## src/rtl/axi_mux_switch_ctrl_if.sv

```systemverilog
// Soft-register request type and the AXI bus bundle used by the mux switch controller.
// Modports are named after the party they face: "master" sits opposite an AXI master.
package AxiMuxSwitchCtrlPkg;
    typedef struct packed {
        logic        valid;
        logic        isWrite;
        logic [31:0] addr;
        logic [63:0] data;
    } SoftRegReq;
endpackage

interface axi_bus_t #(
    parameter int ADDR_W = 32,
    parameter int DATA_W = 64,
    parameter int ID_W   = 4
);
    logic [ID_W-1:0]     arid;
    logic [ADDR_W-1:0]   araddr;
    logic [7:0]          arlen;
    logic [2:0]          arsize;
    logic [1:0]          arburst;
    logic                arvalid;
    logic                arready;
    logic [ID_W-1:0]     awid;
    logic [ADDR_W-1:0]   awaddr;
    logic [7:0]          awlen;
    logic [2:0]          awsize;
    logic [1:0]          awburst;
    logic                awvalid;
    logic                awready;
    logic [DATA_W-1:0]   wdata;
    logic [DATA_W/8-1:0] wstrb;
    logic                wlast;
    logic                wvalid;
    logic                wready;
    logic [ID_W-1:0]     bid;
    logic [1:0]          bresp;
    logic                bvalid;
    logic                bready;
    logic [ID_W-1:0]     rid;
    logic [DATA_W-1:0]   rdata;
    logic [1:0]          rresp;
    logic                rlast;
    logic                rvalid;
    logic                rready;

    modport master (
        input  arid, araddr, arlen, arsize, arburst, arvalid,
        output arready,
        input  awid, awaddr, awlen, awsize, awburst, awvalid,
        output awready,
        input  wdata, wstrb, wlast, wvalid,
        output wready,
        output bid, bresp, bvalid,
        input  bready,
        output rid, rdata, rresp, rlast, rvalid,
        input  rready
    );

    modport slave (
        output arid, araddr, arlen, arsize, arburst, arvalid,
        input  arready,
        output awid, awaddr, awlen, awsize, awburst, awvalid,
        input  awready,
        output wdata, wstrb, wlast, wvalid,
        input  wready,
        input  bid, bresp, bvalid,
        output bready,
        input  rid, rdata, rresp, rlast, rvalid,
        output rready
    );
endinterface

```

## src/rtl/axi_mux_switch_ctrl.sv

```systemverilog
// Sequences a downstream AXI mux select change: closes the address gates, waits for all
// outstanding traffic to drain, issues the held select write, then waits out the mux latency.
module axi_mux_switch_ctrl
    import AxiMuxSwitchCtrlPkg::*;
#(
    parameter logic [31:0] SR_ADDR = 32'h10,
    parameter int          CNT_W   = 8
) (
    input  logic      clk,
    input  logic      rst,
    input  SoftRegReq sr_req,
    output SoftRegReq sr_req_out,
    axi_bus_t.master  axi_m,
    axi_bus_t.slave   axi_s,
    output logic      busy,
    output logic      drained
);

    typedef enum logic [2:0] {IDLE, DRAIN, ISSUE, SETTLE1, SETTLE2} SwitchState;

    SwitchState       state_q, state_d;
    logic [63:0]      hold_q, hold_d;
    logic [CNT_W-1:0] rdCnt_q, awCnt_q, wbCnt_q;
    logic             arBlock, awBlock;
    logic             arAccept, awAccept, rLastBeat, wLastBeat, bHandshake;
    logic             selWrite;

    // A decrement at zero is a protocol error and leaves the counter at zero.
    function automatic logic [CNT_W-1:0] nextCount(input logic [CNT_W-1:0] cnt,
                                                   input logic inc, input logic dec);
        if (inc && !dec)
            return cnt + CNT_W'(1);
        if (dec && !inc && cnt != '0)
            return cnt - CNT_W'(1);
        return cnt;
    endfunction

    assign axi_s.arid    = axi_m.arid;
    assign axi_s.araddr  = axi_m.araddr;
    assign axi_s.arlen   = axi_m.arlen;
    assign axi_s.arsize  = axi_m.arsize;
    assign axi_s.arburst = axi_m.arburst;
    assign axi_s.arvalid = axi_m.arvalid & ~arBlock;
    assign axi_m.arready = axi_s.arready & ~arBlock;
    assign axi_s.awid    = axi_m.awid;
    assign axi_s.awaddr  = axi_m.awaddr;
    assign axi_s.awlen   = axi_m.awlen;
    assign axi_s.awsize  = axi_m.awsize;
    assign axi_s.awburst = axi_m.awburst;
    assign axi_s.awvalid = axi_m.awvalid & ~awBlock;
    assign axi_m.awready = axi_s.awready & ~awBlock;
    assign axi_s.wdata   = axi_m.wdata;
    assign axi_s.wstrb   = axi_m.wstrb;
    assign axi_s.wlast   = axi_m.wlast;
    assign axi_s.wvalid  = axi_m.wvalid;
    assign axi_m.wready  = axi_s.wready;
    assign axi_m.bid     = axi_s.bid;
    assign axi_m.bresp   = axi_s.bresp;
    assign axi_m.bvalid  = axi_s.bvalid;
    assign axi_s.bready  = axi_m.bready;
    assign axi_m.rid     = axi_s.rid;
    assign axi_m.rdata   = axi_s.rdata;
    assign axi_m.rresp   = axi_s.rresp;
    assign axi_m.rlast   = axi_s.rlast;
    assign axi_m.rvalid  = axi_s.rvalid;
    assign axi_s.rready  = axi_m.rready;

    assign arAccept   = axi_s.arvalid & axi_s.arready;
    assign awAccept   = axi_s.awvalid & axi_s.awready;
    assign rLastBeat  = axi_s.rvalid & axi_s.rready & axi_s.rlast;
    assign wLastBeat  = axi_s.wvalid & axi_s.wready & axi_s.wlast;
    assign bHandshake = axi_s.bvalid & axi_s.bready;
    assign selWrite   = sr_req.valid & sr_req.isWrite & (sr_req.addr == SR_ADDR);
    assign drained    = (rdCnt_q == '0) && (awCnt_q == '0) && (wbCnt_q == '0);

    always_ff @(posedge clk or posedge rst) begin
        if (rst) begin
            rdCnt_q <= '0;
            awCnt_q <= '0;
            wbCnt_q <= '0;
        end else begin
            rdCnt_q <= nextCount(rdCnt_q, arAccept, rLastBeat);
            awCnt_q <= nextCount(awCnt_q, awAccept, wLastBeat);
            wbCnt_q <= nextCount(wbCnt_q, wLastBeat, bHandshake);
        end
    end

    always_ff @(posedge clk or posedge rst) begin
        if (rst) begin
            state_q <= IDLE;
            hold_q  <= '0;
        end else begin
            state_q <= state_d;
            hold_q  <= hold_d;
        end
    end

    // Select writes are only taken in IDLE and DRAIN; later ones are dropped.
    always_comb begin
        state_d = state_q;
        hold_d  = hold_q;
        case (state_q)
            IDLE: begin
                if (selWrite) begin
                    state_d = DRAIN;
                    hold_d  = sr_req.data;
                end
            end
            DRAIN: begin
                if (selWrite)
                    hold_d = sr_req.data;
                if (drained)
                    state_d = ISSUE;
            end
            ISSUE:   state_d = SETTLE1;
            SETTLE1: state_d = SETTLE2;
            SETTLE2: state_d = IDLE;
            default: state_d = IDLE;
        endcase
    end

    always_comb begin
        sr_req_out = '0;
        busy       = (state_q != IDLE);
        arBlock    = busy || (&rdCnt_q);
        awBlock    = busy || (&awCnt_q) || (&wbCnt_q);
        if (state_q == ISSUE) begin
            sr_req_out.valid   = 1'b1;
            sr_req_out.isWrite = 1'b1;
            sr_req_out.addr    = SR_ADDR;
            sr_req_out.data    = hold_q;
        end
    end

endmodule

```

## src/flat_wrapper.sv

```systemverilog
// flat-port wrapper written by rule: the top's interface ports become plain ports
module axi_mux_switch_ctrl_flat import AxiMuxSwitchCtrlPkg::*;
#(
    parameter logic [31:0] SR_ADDR = 32'h10,
    parameter int          CNT_W   = 8
)
  (clk, rst, sr_req, sr_req_out, busy, drained, axi_m_arid, axi_m_araddr, axi_m_arlen, axi_m_arsize, axi_m_arburst, axi_m_arvalid, axi_m_arready, axi_m_awid, axi_m_awaddr, axi_m_awlen, axi_m_awsize, axi_m_awburst, axi_m_awvalid, axi_m_awready, axi_m_wdata, axi_m_wstrb, axi_m_wlast, axi_m_wvalid, axi_m_wready, axi_m_bid, axi_m_bresp, axi_m_bvalid, axi_m_bready, axi_m_rid, axi_m_rdata, axi_m_rresp, axi_m_rlast, axi_m_rvalid, axi_m_rready, axi_s_arid, axi_s_araddr, axi_s_arlen, axi_s_arsize, axi_s_arburst, axi_s_arvalid, axi_s_arready, axi_s_awid, axi_s_awaddr, axi_s_awlen, axi_s_awsize, axi_s_awburst, axi_s_awvalid, axi_s_awready, axi_s_wdata, axi_s_wstrb, axi_s_wlast, axi_s_wvalid, axi_s_wready, axi_s_bid, axi_s_bresp, axi_s_bvalid, axi_s_bready, axi_s_rid, axi_s_rdata, axi_s_rresp, axi_s_rlast, axi_s_rvalid, axi_s_rready);
  axi_bus_t axi_m_i ();
  axi_bus_t axi_s_i ();
  input  logic clk;
  input  logic rst;
  input  SoftRegReq sr_req;
  output SoftRegReq sr_req_out;
  output logic busy;
  output logic drained;
  input wire logic [$bits(axi_m_i.arid)-1:0] axi_m_arid;
  input wire logic [$bits(axi_m_i.araddr)-1:0] axi_m_araddr;
  input wire logic [$bits(axi_m_i.arlen)-1:0] axi_m_arlen;
  input wire logic [$bits(axi_m_i.arsize)-1:0] axi_m_arsize;
  input wire logic [$bits(axi_m_i.arburst)-1:0] axi_m_arburst;
  input wire logic [$bits(axi_m_i.arvalid)-1:0] axi_m_arvalid;
  output wire logic [$bits(axi_m_i.arready)-1:0] axi_m_arready;
  input wire logic [$bits(axi_m_i.awid)-1:0] axi_m_awid;
  input wire logic [$bits(axi_m_i.awaddr)-1:0] axi_m_awaddr;
  input wire logic [$bits(axi_m_i.awlen)-1:0] axi_m_awlen;
  input wire logic [$bits(axi_m_i.awsize)-1:0] axi_m_awsize;
  input wire logic [$bits(axi_m_i.awburst)-1:0] axi_m_awburst;
  input wire logic [$bits(axi_m_i.awvalid)-1:0] axi_m_awvalid;
  output wire logic [$bits(axi_m_i.awready)-1:0] axi_m_awready;
  input wire logic [$bits(axi_m_i.wdata)-1:0] axi_m_wdata;
  input wire logic [$bits(axi_m_i.wstrb)-1:0] axi_m_wstrb;
  input wire logic [$bits(axi_m_i.wlast)-1:0] axi_m_wlast;
  input wire logic [$bits(axi_m_i.wvalid)-1:0] axi_m_wvalid;
  output wire logic [$bits(axi_m_i.wready)-1:0] axi_m_wready;
  output wire logic [$bits(axi_m_i.bid)-1:0] axi_m_bid;
  output wire logic [$bits(axi_m_i.bresp)-1:0] axi_m_bresp;
  output wire logic [$bits(axi_m_i.bvalid)-1:0] axi_m_bvalid;
  input wire logic [$bits(axi_m_i.bready)-1:0] axi_m_bready;
  output wire logic [$bits(axi_m_i.rid)-1:0] axi_m_rid;
  output wire logic [$bits(axi_m_i.rdata)-1:0] axi_m_rdata;
  output wire logic [$bits(axi_m_i.rresp)-1:0] axi_m_rresp;
  output wire logic [$bits(axi_m_i.rlast)-1:0] axi_m_rlast;
  output wire logic [$bits(axi_m_i.rvalid)-1:0] axi_m_rvalid;
  input wire logic [$bits(axi_m_i.rready)-1:0] axi_m_rready;
  output wire logic [$bits(axi_s_i.arid)-1:0] axi_s_arid;
  output wire logic [$bits(axi_s_i.araddr)-1:0] axi_s_araddr;
  output wire logic [$bits(axi_s_i.arlen)-1:0] axi_s_arlen;
  output wire logic [$bits(axi_s_i.arsize)-1:0] axi_s_arsize;
  output wire logic [$bits(axi_s_i.arburst)-1:0] axi_s_arburst;
  output wire logic [$bits(axi_s_i.arvalid)-1:0] axi_s_arvalid;
  input wire logic [$bits(axi_s_i.arready)-1:0] axi_s_arready;
  output wire logic [$bits(axi_s_i.awid)-1:0] axi_s_awid;
  output wire logic [$bits(axi_s_i.awaddr)-1:0] axi_s_awaddr;
  output wire logic [$bits(axi_s_i.awlen)-1:0] axi_s_awlen;
  output wire logic [$bits(axi_s_i.awsize)-1:0] axi_s_awsize;
  output wire logic [$bits(axi_s_i.awburst)-1:0] axi_s_awburst;
  output wire logic [$bits(axi_s_i.awvalid)-1:0] axi_s_awvalid;
  input wire logic [$bits(axi_s_i.awready)-1:0] axi_s_awready;
  output wire logic [$bits(axi_s_i.wdata)-1:0] axi_s_wdata;
  output wire logic [$bits(axi_s_i.wstrb)-1:0] axi_s_wstrb;
  output wire logic [$bits(axi_s_i.wlast)-1:0] axi_s_wlast;
  output wire logic [$bits(axi_s_i.wvalid)-1:0] axi_s_wvalid;
  input wire logic [$bits(axi_s_i.wready)-1:0] axi_s_wready;
  input wire logic [$bits(axi_s_i.bid)-1:0] axi_s_bid;
  input wire logic [$bits(axi_s_i.bresp)-1:0] axi_s_bresp;
  input wire logic [$bits(axi_s_i.bvalid)-1:0] axi_s_bvalid;
  output wire logic [$bits(axi_s_i.bready)-1:0] axi_s_bready;
  input wire logic [$bits(axi_s_i.rid)-1:0] axi_s_rid;
  input wire logic [$bits(axi_s_i.rdata)-1:0] axi_s_rdata;
  input wire logic [$bits(axi_s_i.rresp)-1:0] axi_s_rresp;
  input wire logic [$bits(axi_s_i.rlast)-1:0] axi_s_rlast;
  input wire logic [$bits(axi_s_i.rvalid)-1:0] axi_s_rvalid;
  output wire logic [$bits(axi_s_i.rready)-1:0] axi_s_rready;
  assign axi_m_i.arid = axi_m_arid;
  assign axi_m_i.araddr = axi_m_araddr;
  assign axi_m_i.arlen = axi_m_arlen;
  assign axi_m_i.arsize = axi_m_arsize;
  assign axi_m_i.arburst = axi_m_arburst;
  assign axi_m_i.arvalid = axi_m_arvalid;
  assign axi_m_arready = axi_m_i.arready;
  assign axi_m_i.awid = axi_m_awid;
  assign axi_m_i.awaddr = axi_m_awaddr;
  assign axi_m_i.awlen = axi_m_awlen;
  assign axi_m_i.awsize = axi_m_awsize;
  assign axi_m_i.awburst = axi_m_awburst;
  assign axi_m_i.awvalid = axi_m_awvalid;
  assign axi_m_awready = axi_m_i.awready;
  assign axi_m_i.wdata = axi_m_wdata;
  assign axi_m_i.wstrb = axi_m_wstrb;
  assign axi_m_i.wlast = axi_m_wlast;
  assign axi_m_i.wvalid = axi_m_wvalid;
  assign axi_m_wready = axi_m_i.wready;
  assign axi_m_bid = axi_m_i.bid;
  assign axi_m_bresp = axi_m_i.bresp;
  assign axi_m_bvalid = axi_m_i.bvalid;
  assign axi_m_i.bready = axi_m_bready;
  assign axi_m_rid = axi_m_i.rid;
  assign axi_m_rdata = axi_m_i.rdata;
  assign axi_m_rresp = axi_m_i.rresp;
  assign axi_m_rlast = axi_m_i.rlast;
  assign axi_m_rvalid = axi_m_i.rvalid;
  assign axi_m_i.rready = axi_m_rready;
  assign axi_s_arid = axi_s_i.arid;
  assign axi_s_araddr = axi_s_i.araddr;
  assign axi_s_arlen = axi_s_i.arlen;
  assign axi_s_arsize = axi_s_i.arsize;
  assign axi_s_arburst = axi_s_i.arburst;
  assign axi_s_arvalid = axi_s_i.arvalid;
  assign axi_s_i.arready = axi_s_arready;
  assign axi_s_awid = axi_s_i.awid;
  assign axi_s_awaddr = axi_s_i.awaddr;
  assign axi_s_awlen = axi_s_i.awlen;
  assign axi_s_awsize = axi_s_i.awsize;
  assign axi_s_awburst = axi_s_i.awburst;
  assign axi_s_awvalid = axi_s_i.awvalid;
  assign axi_s_i.awready = axi_s_awready;
  assign axi_s_wdata = axi_s_i.wdata;
  assign axi_s_wstrb = axi_s_i.wstrb;
  assign axi_s_wlast = axi_s_i.wlast;
  assign axi_s_wvalid = axi_s_i.wvalid;
  assign axi_s_i.wready = axi_s_wready;
  assign axi_s_i.bid = axi_s_bid;
  assign axi_s_i.bresp = axi_s_bresp;
  assign axi_s_i.bvalid = axi_s_bvalid;
  assign axi_s_bready = axi_s_i.bready;
  assign axi_s_i.rid = axi_s_rid;
  assign axi_s_i.rdata = axi_s_rdata;
  assign axi_s_i.rresp = axi_s_rresp;
  assign axi_s_i.rlast = axi_s_rlast;
  assign axi_s_i.rvalid = axi_s_rvalid;
  assign axi_s_rready = axi_s_i.rready;
  axi_mux_switch_ctrl #(.SR_ADDR(SR_ADDR), .CNT_W(CNT_W)) u_core (.clk(clk), .rst(rst), .sr_req(sr_req), .sr_req_out(sr_req_out), .axi_m(axi_m_i), .axi_s(axi_s_i), .busy(busy), .drained(drained));
endmodule
```

## config.mk

```make
export PLATFORM = sky130hd
export DESIGN_NAME = axi_mux_switch_ctrl_flat
export DESIGN_NICKNAME = d
export VERILOG_FILES = /design/src/rtl/axi_mux_switch_ctrl_if.sv /design/src/rtl/axi_mux_switch_ctrl.sv /design/src/flat_wrapper.sv
export SDC_FILE = /design/constraint.sdc
export NUM_CORES = 1
export LEC_CHECK = 0
export ABC_AREA = 1
export BUFFER_PORTS_ARGS = -buffer_cell sky130_fd_sc_hd__buf_4
export CORE_AREA = 2 2 278 280
export CTS_CLUSTER_DIAMETER = 40
export DETAILED_ROUTE_END_ITERATION = 7
export DIE_AREA = 0 0 280 282
export SKIP_LAST_GASP = 1
export SLEW_MARGIN = 20
export SYNTH_ARGS = -nofsm -noshare
export SYNTH_HDL_FRONTEND = slang
export SYNTH_SLANG_ARGS = --single-unit
```

## constraint.sdc

```tcl
create_clock -name clk -period 3.46 [get_ports clk]
set_clock_uncertainty 0.2 [all_clocks]
set_input_delay 0.346 -clock clk [delete_from_list [all_inputs] [get_ports clk]]
set_output_delay 0.346 -clock clk [all_outputs]
set_load 0.01 [all_outputs]
```

Yosys cells after proc, flatten, opt, wreduce, memory -nomap -nowiden
Index checks and enable logic that the tools add are counted.
{"block": "word_totals", "regBits": 91, "inputBits": 358, "output_inout_bits": 358, "word_cells": 93}
{"block": "op_classes", "n_addsub": 6, "eq_ne": 6, "mux": 25, "bitwise_logic": 15, "n_reduce_logical": 36}
{"operator": "$mux W98", "n": 1}
{"operator": "$mux W8", "n": 12}
{"operator": "$eq A32 B5 Y1 const B", "n": 1}
{"operator": "$add A8 B1 Y8 const B", "n": 3}
{"operator": "$logic_not A8 Y1", "n": 3}
{"operator": "$reduce_and A8 Y1", "n": 3}
{"operator": "$reduce_bool A8 Y1", "n": 3}
{"operator": "$sub A8 B1 Y8 const B", "n": 3}
{"operator": "$and A1 B1 Y1", "n": 13}
{"operator": "$pmux W3 S4", "n": 1}
{"operator": "$logic_and A1 B1 Y1", "n": 11}
{"operator": "$mux W1", "n": 9}
{"operator": "$eq A3 B2 Y1 const B", "n": 2}
{"operator": "$mux W3", "n": 2}
{"operator": "$reduce_bool A2 Y1", "n": 3}
{"operator": "$logic_not A1 Y1", "n": 5}
{"operator": "$reduce_and A2 Y1", "n": 2}
{"operator": "$eq A3 B1 Y1 const B", "n": 1}
{"operator": "$logic_not A3 Y1", "n": 1}
{"operator": "$logic_or A1 B1 Y1", "n": 3}
{"operator": "$reduce_bool A3 Y1", "n": 1}
{"operator": "$ne A2 B1 Y1 const B", "n": 1}
{"operator": "$ne A2 B2 Y1 const B", "n": 1}
{"operator": "$not A1 Y1", "n": 2}
{"operator": "$reduce_or A2 Y1", "n": 1}

Logic depth before layout (Yosys ltp)
{"block": "depth", "ltp_word": 13, "mapped_depth": 12, "depth_no_buf": 12}

Worst setup path after synthesis
OpenSTA, ideal clock, no wires.
{"block": "synth_timing", "path_kind": "reg-to-output", "start": "register u_core.state_q[1]", "end": "output port sr_req_out[44] in the netlist's numbering", "arrival_ns": 1.412, "t_required_ns": 2.914, "slack_ns": 1.502, "stages_incl_launch_ff": 7, "path_buffers": 2, "path_cell_list": "dfrtp_1 inv_1 nor2_1 inv_1 buf_2 buf_1 nor2_1"}
{"element": "start: declaration", "line": "axi_mux_switch_ctrl.sv:21", "rtl": "SwitchState state_q, state_d;"}
{"element": "start signal: assignment", "line": "axi_mux_switch_ctrl.sv:93", "rtl": "state_q <= state_d;"}
{"element": "end: declaration", "line": "flat_wrapper.sv:13", "rtl": "output SoftRegReq sr_req_out;"}

==> out/results.tsv <==
stage	metric	value	unit
run_status	status	finished clean	
floorplanning	dieArea	0.0790	mm2
logic_synthesis	synth.area.top_cells	dfrtp_1 (30%), buf_4 (28%), inv_1 (8.2%)	
timing	final-setup-viol-count	0	
route	vias	5898	
logic_synthesis	synth_warnings	0	
logic_synthesis	synth.distinct_cells	40	
clocking	clk_pin_slew	0.08	ns
final_layout	drive_gt1_share	25.4	%
floorplanning	initial_core_util	10.1	%
placed_design	gp_congestion	0.781	
route	first_iter_violations	212	
route	wirelength	26.8	mm
timing	worst_pin_slew	0.966	ns
global_route	grt_max_degree	84	
hold_path	hold_class	primary input to flip-flop	
floorplanning	die_w	280	um
run	timing.max_cap.violations	0	
global_route	grt_overflow	0	
logic_synthesis	syn_area	0.00765	mm2
clocking	clockRootBuffer	clkbuf_16	
global_route	grt_pass1_wl	36.2	mm
timing	hold_violations	0	
global_route	grtUsageTotal	6.50	%
clocking	worstSkewPairLatency	0.38	ns
logic_synthesis	netlist.area_leader.share	29.8	%
critical_path	arrival	2.17	ns
timing	hold_slack	0.0367	ns
power_and_ir_drop	power.share.switching	38.2	%
placed_design	dp_hpwl	20.8	mm
final_layout	nets	1401	
clocking	h-tree-depth	3	
critical_path	crit_path_start_kind	flip-flop	
route	ant_nets	0	
logic_synthesis	synthArstFlopShare	100	%
power_and_ir_drop	seq_power_share	38.1	%
critical_path	endpoint_kind	primary output	
critical_path	cp_max_fo	32	
power_and_ir_drop	p_int	0.00224	W
logic_synthesis	syn_area_per_cell	7.26	um2
power_and_ir_drop	p_per_area	399	mW/mm2
power_and_ir_drop	ir_drop	0.000230	V
timing	grt_setup_unrepaired	false	
clocking	clock-sinks	91	
global_route	antenna_found_initial	1	
timing	fin_crit	2.72	ns
critical_path	crit_required	2.91	ns
global_route	grt_pass1_vias	5552	
logic_synthesis	synth_top_cell_by_area	dfrtp_1	
timing	fin_tns_setup	0	ns
logic_synthesis	yosysSeqAreaShare	29.8	%
floorplanning	top_level_ports	716	
power_and_ir_drop	clock_power_share	32.4	%
logic_synthesis	synth-seq-cells	91	
timing	post-route-period-util	78.6	%
clocking	cts_tree	built	
power_and_ir_drop	comb_power_share	29.5	%
final_layout	n_antenna_cell	0	
power_and_ir_drop	cellLeakagePower	4.17	nW
logic_synthesis	synth_edf_count	0	
route	vias_per_cell	2.92	
timing	report.final.slew_viol_count	0	
clocking	cts.path.max_buffers	2	
logic_synthesis	netlist_instances	1054	
clocking	postCtsSetupRepairBufs	0	
route	firstDrtPassIters	4	
final_layout	fill_cells	8734	
floorplanning	fp.coreArea	0.0757	mm2
floorplanning	num_rows	101	
route	drc_errors	0	
power_and_ir_drop	p_switching	0.00138	W
timing	timing.fmax	368	MHz
timing	max_slew_margin	35.4	%
critical_path	path_class	flip-flop to primary output	
logic_synthesis	synth_flop_cell	dfrtp_1	
placed_design	io_buffers	192	
floorplanning	dieHeight	282	um
final_layout	synthToLayoutAreaGrowth	18.7	%
clocking	numCtsBuffers	9	
route	post_drt_wl_per_cell	13.3	um
-- metal layers --
| metal | global-route usage [%] | routed length [um] |
|---|---|---|
| met4 | 4.62 | 1730 |
| met1 | 7.30 | 10800 |
| met3 | 4.12 | 3670 |
| met5 | 1.65 | 117 |
| met2 | 8.71 | 10500 |
-- registers in the layout (all words and copies together), names as in the netlist --
| register | count |
|---|---|
| u_core.state_q | 3 |
| u_core.rdCnt_q | 8 |
| u_core.awCnt_q | 8 |
| u_core.hold_q | 64 |
| u_core.wbCnt_q | 8 |
-- layout by cell type, fill, tap and decap left out, types with 2 or more instances in the layout --
cell	n
buf_12	3
xnor2_1	2
o221ai_1	4
nand2_4	2
inv_6	2
a21oi_1	3
nor2_2	5
xor2_1	25
nand3_1	43
dlygate4sd3_1	52
ha_1	9
nand2_8	2
nand2_2	13
nor3_1	5
buf_4	195
clkbuf_16	9
nor2_4	5
o21ai_0	8
conb_1	31
nor3_2	4
nand2_1	157
o21ai_1	67
dfrtp_1	91
inv_2	10
inv_8	2
nand4_1	3
nor2_1	103
inv_1	166
-- final cells by class --
class | count | area (um2) | share of cell area [%]
sequential | 91 | 2280 | 25.1
clock buffer | 9 | 225 | 2.48
timing repair buffer | 250 | 2040 | 22.5
multi-input combinational | 504 | 2540 | 28.0
inverter | 178 | 678 | 7.47
clock inverter | 7 | 91.3 | 1.01
tap | 978 | 1220 | 13.5
-- critical path, stage by stage, from the launching register on --
cell,delay [ns]
dfrtp_1,0.46
inv_1,0.10
nor2_1,0.05
buf_4,0.16
inv_2,0.21
buf_12,0.23
buf_4,0.31
nor2_1,0.08
buf_4,0.15
-- power groups by stage --
stage | clock [W] | combinational (W) | sequential [W]
floorplan | 0 | 0.00114 | 0.00133
global placement | 0 | 0.00102 | 0.00140
detailed placement | 0 | 0.00103 | 0.00139
CTS | 0.00129 | 0.00108 | 0.00138
global route | 0.00130 | 0.00123 | 0.00141
finish | 0.00118 | 0.00107 | 0.00138
-- cells by family (layout without fill, tap and decap cells) --
| kind of cell | count (synthesis) | after routing | share of synthesized area, % |
|---|---|---|---|
| AO/OA/AOI/OAI | 87 | 87 | 6.00 |
| flip-flops | 91 | 91 | 29.8 |
| AND/OR/NAND/NOR | 350 | 350 | 21.0 |
| buffers and inverters | 489 | 444 | 38.6 |
| other | 1 | 31 | 0.0490 |
| XOR/XNOR | 27 | 27 | 3.09 |
| adder cells (fa/ha/maj) | 9 | 9 | 1.47 |
-- path summary, 6_finish.rpt --
path | start | depth (start not counted) | slack (ns) | end
worst min register to register | u_core.state_q[2] | 1 | 0.29 | u_core.state_q[2]
worst max-delay path | u_core.state_q[1] | 8 | 0.74 | sr_req_out[11]
worst max register to register | u_core.state_q[1] | 5 | 1.13 | u_core.hold_q[24]
min in group asynchronous | rst | 3 | 0.40 | u_core.hold_q[57]
worst min-delay path | sr_req[47] | 3 | 0.04 | u_core.hold_q[47]
max in group asynchronous | rst | 4 | 1.93 | u_core.hold_q[29]
-- per-stage QoR --
step	worst slack, ns	cells	total power [W]	util, %	cell area, um2
after floorplan	0.550	1084	0.00247	-	7760
after global placement	1.01	1949	0.00241	10.9	8240
after detailed placement	0.981	1949	0.00242	10.9	8240
after CTS	0.606	2017	0.00376	12.0	9080
after global routing	0.552	2017	0.00394	12.0	9080
final	0.742	2017	0.00363	12.0	9080
-- what timing repair did --
action / CTS / global route
endpoints found under the hold margin: 87 / 0
hold buffers: 52 / 0
resized for setup: 0 / 0
-- synth_stat cells (2+ instances only) --
cell type and count:
a21oi_1 3, nand2_1 157, nand4_1 3, nor3_2 4
buf_4 287, nand2_2 13, o21ai_0 8, nor3_1 5
nor2_4 5, nand2_4 2, buf_2 21, nor2_2 5
nand3_1 43, inv_1 168, ha_1 9, nand2_8 2
xnor2_1 2, o221ai_1 4, nor2_1 103, xor2_1 25
o21ai_1 68, dfrtp_1 91, inv_2 9
Note: power is estimated with default switching activity, not from simulation.
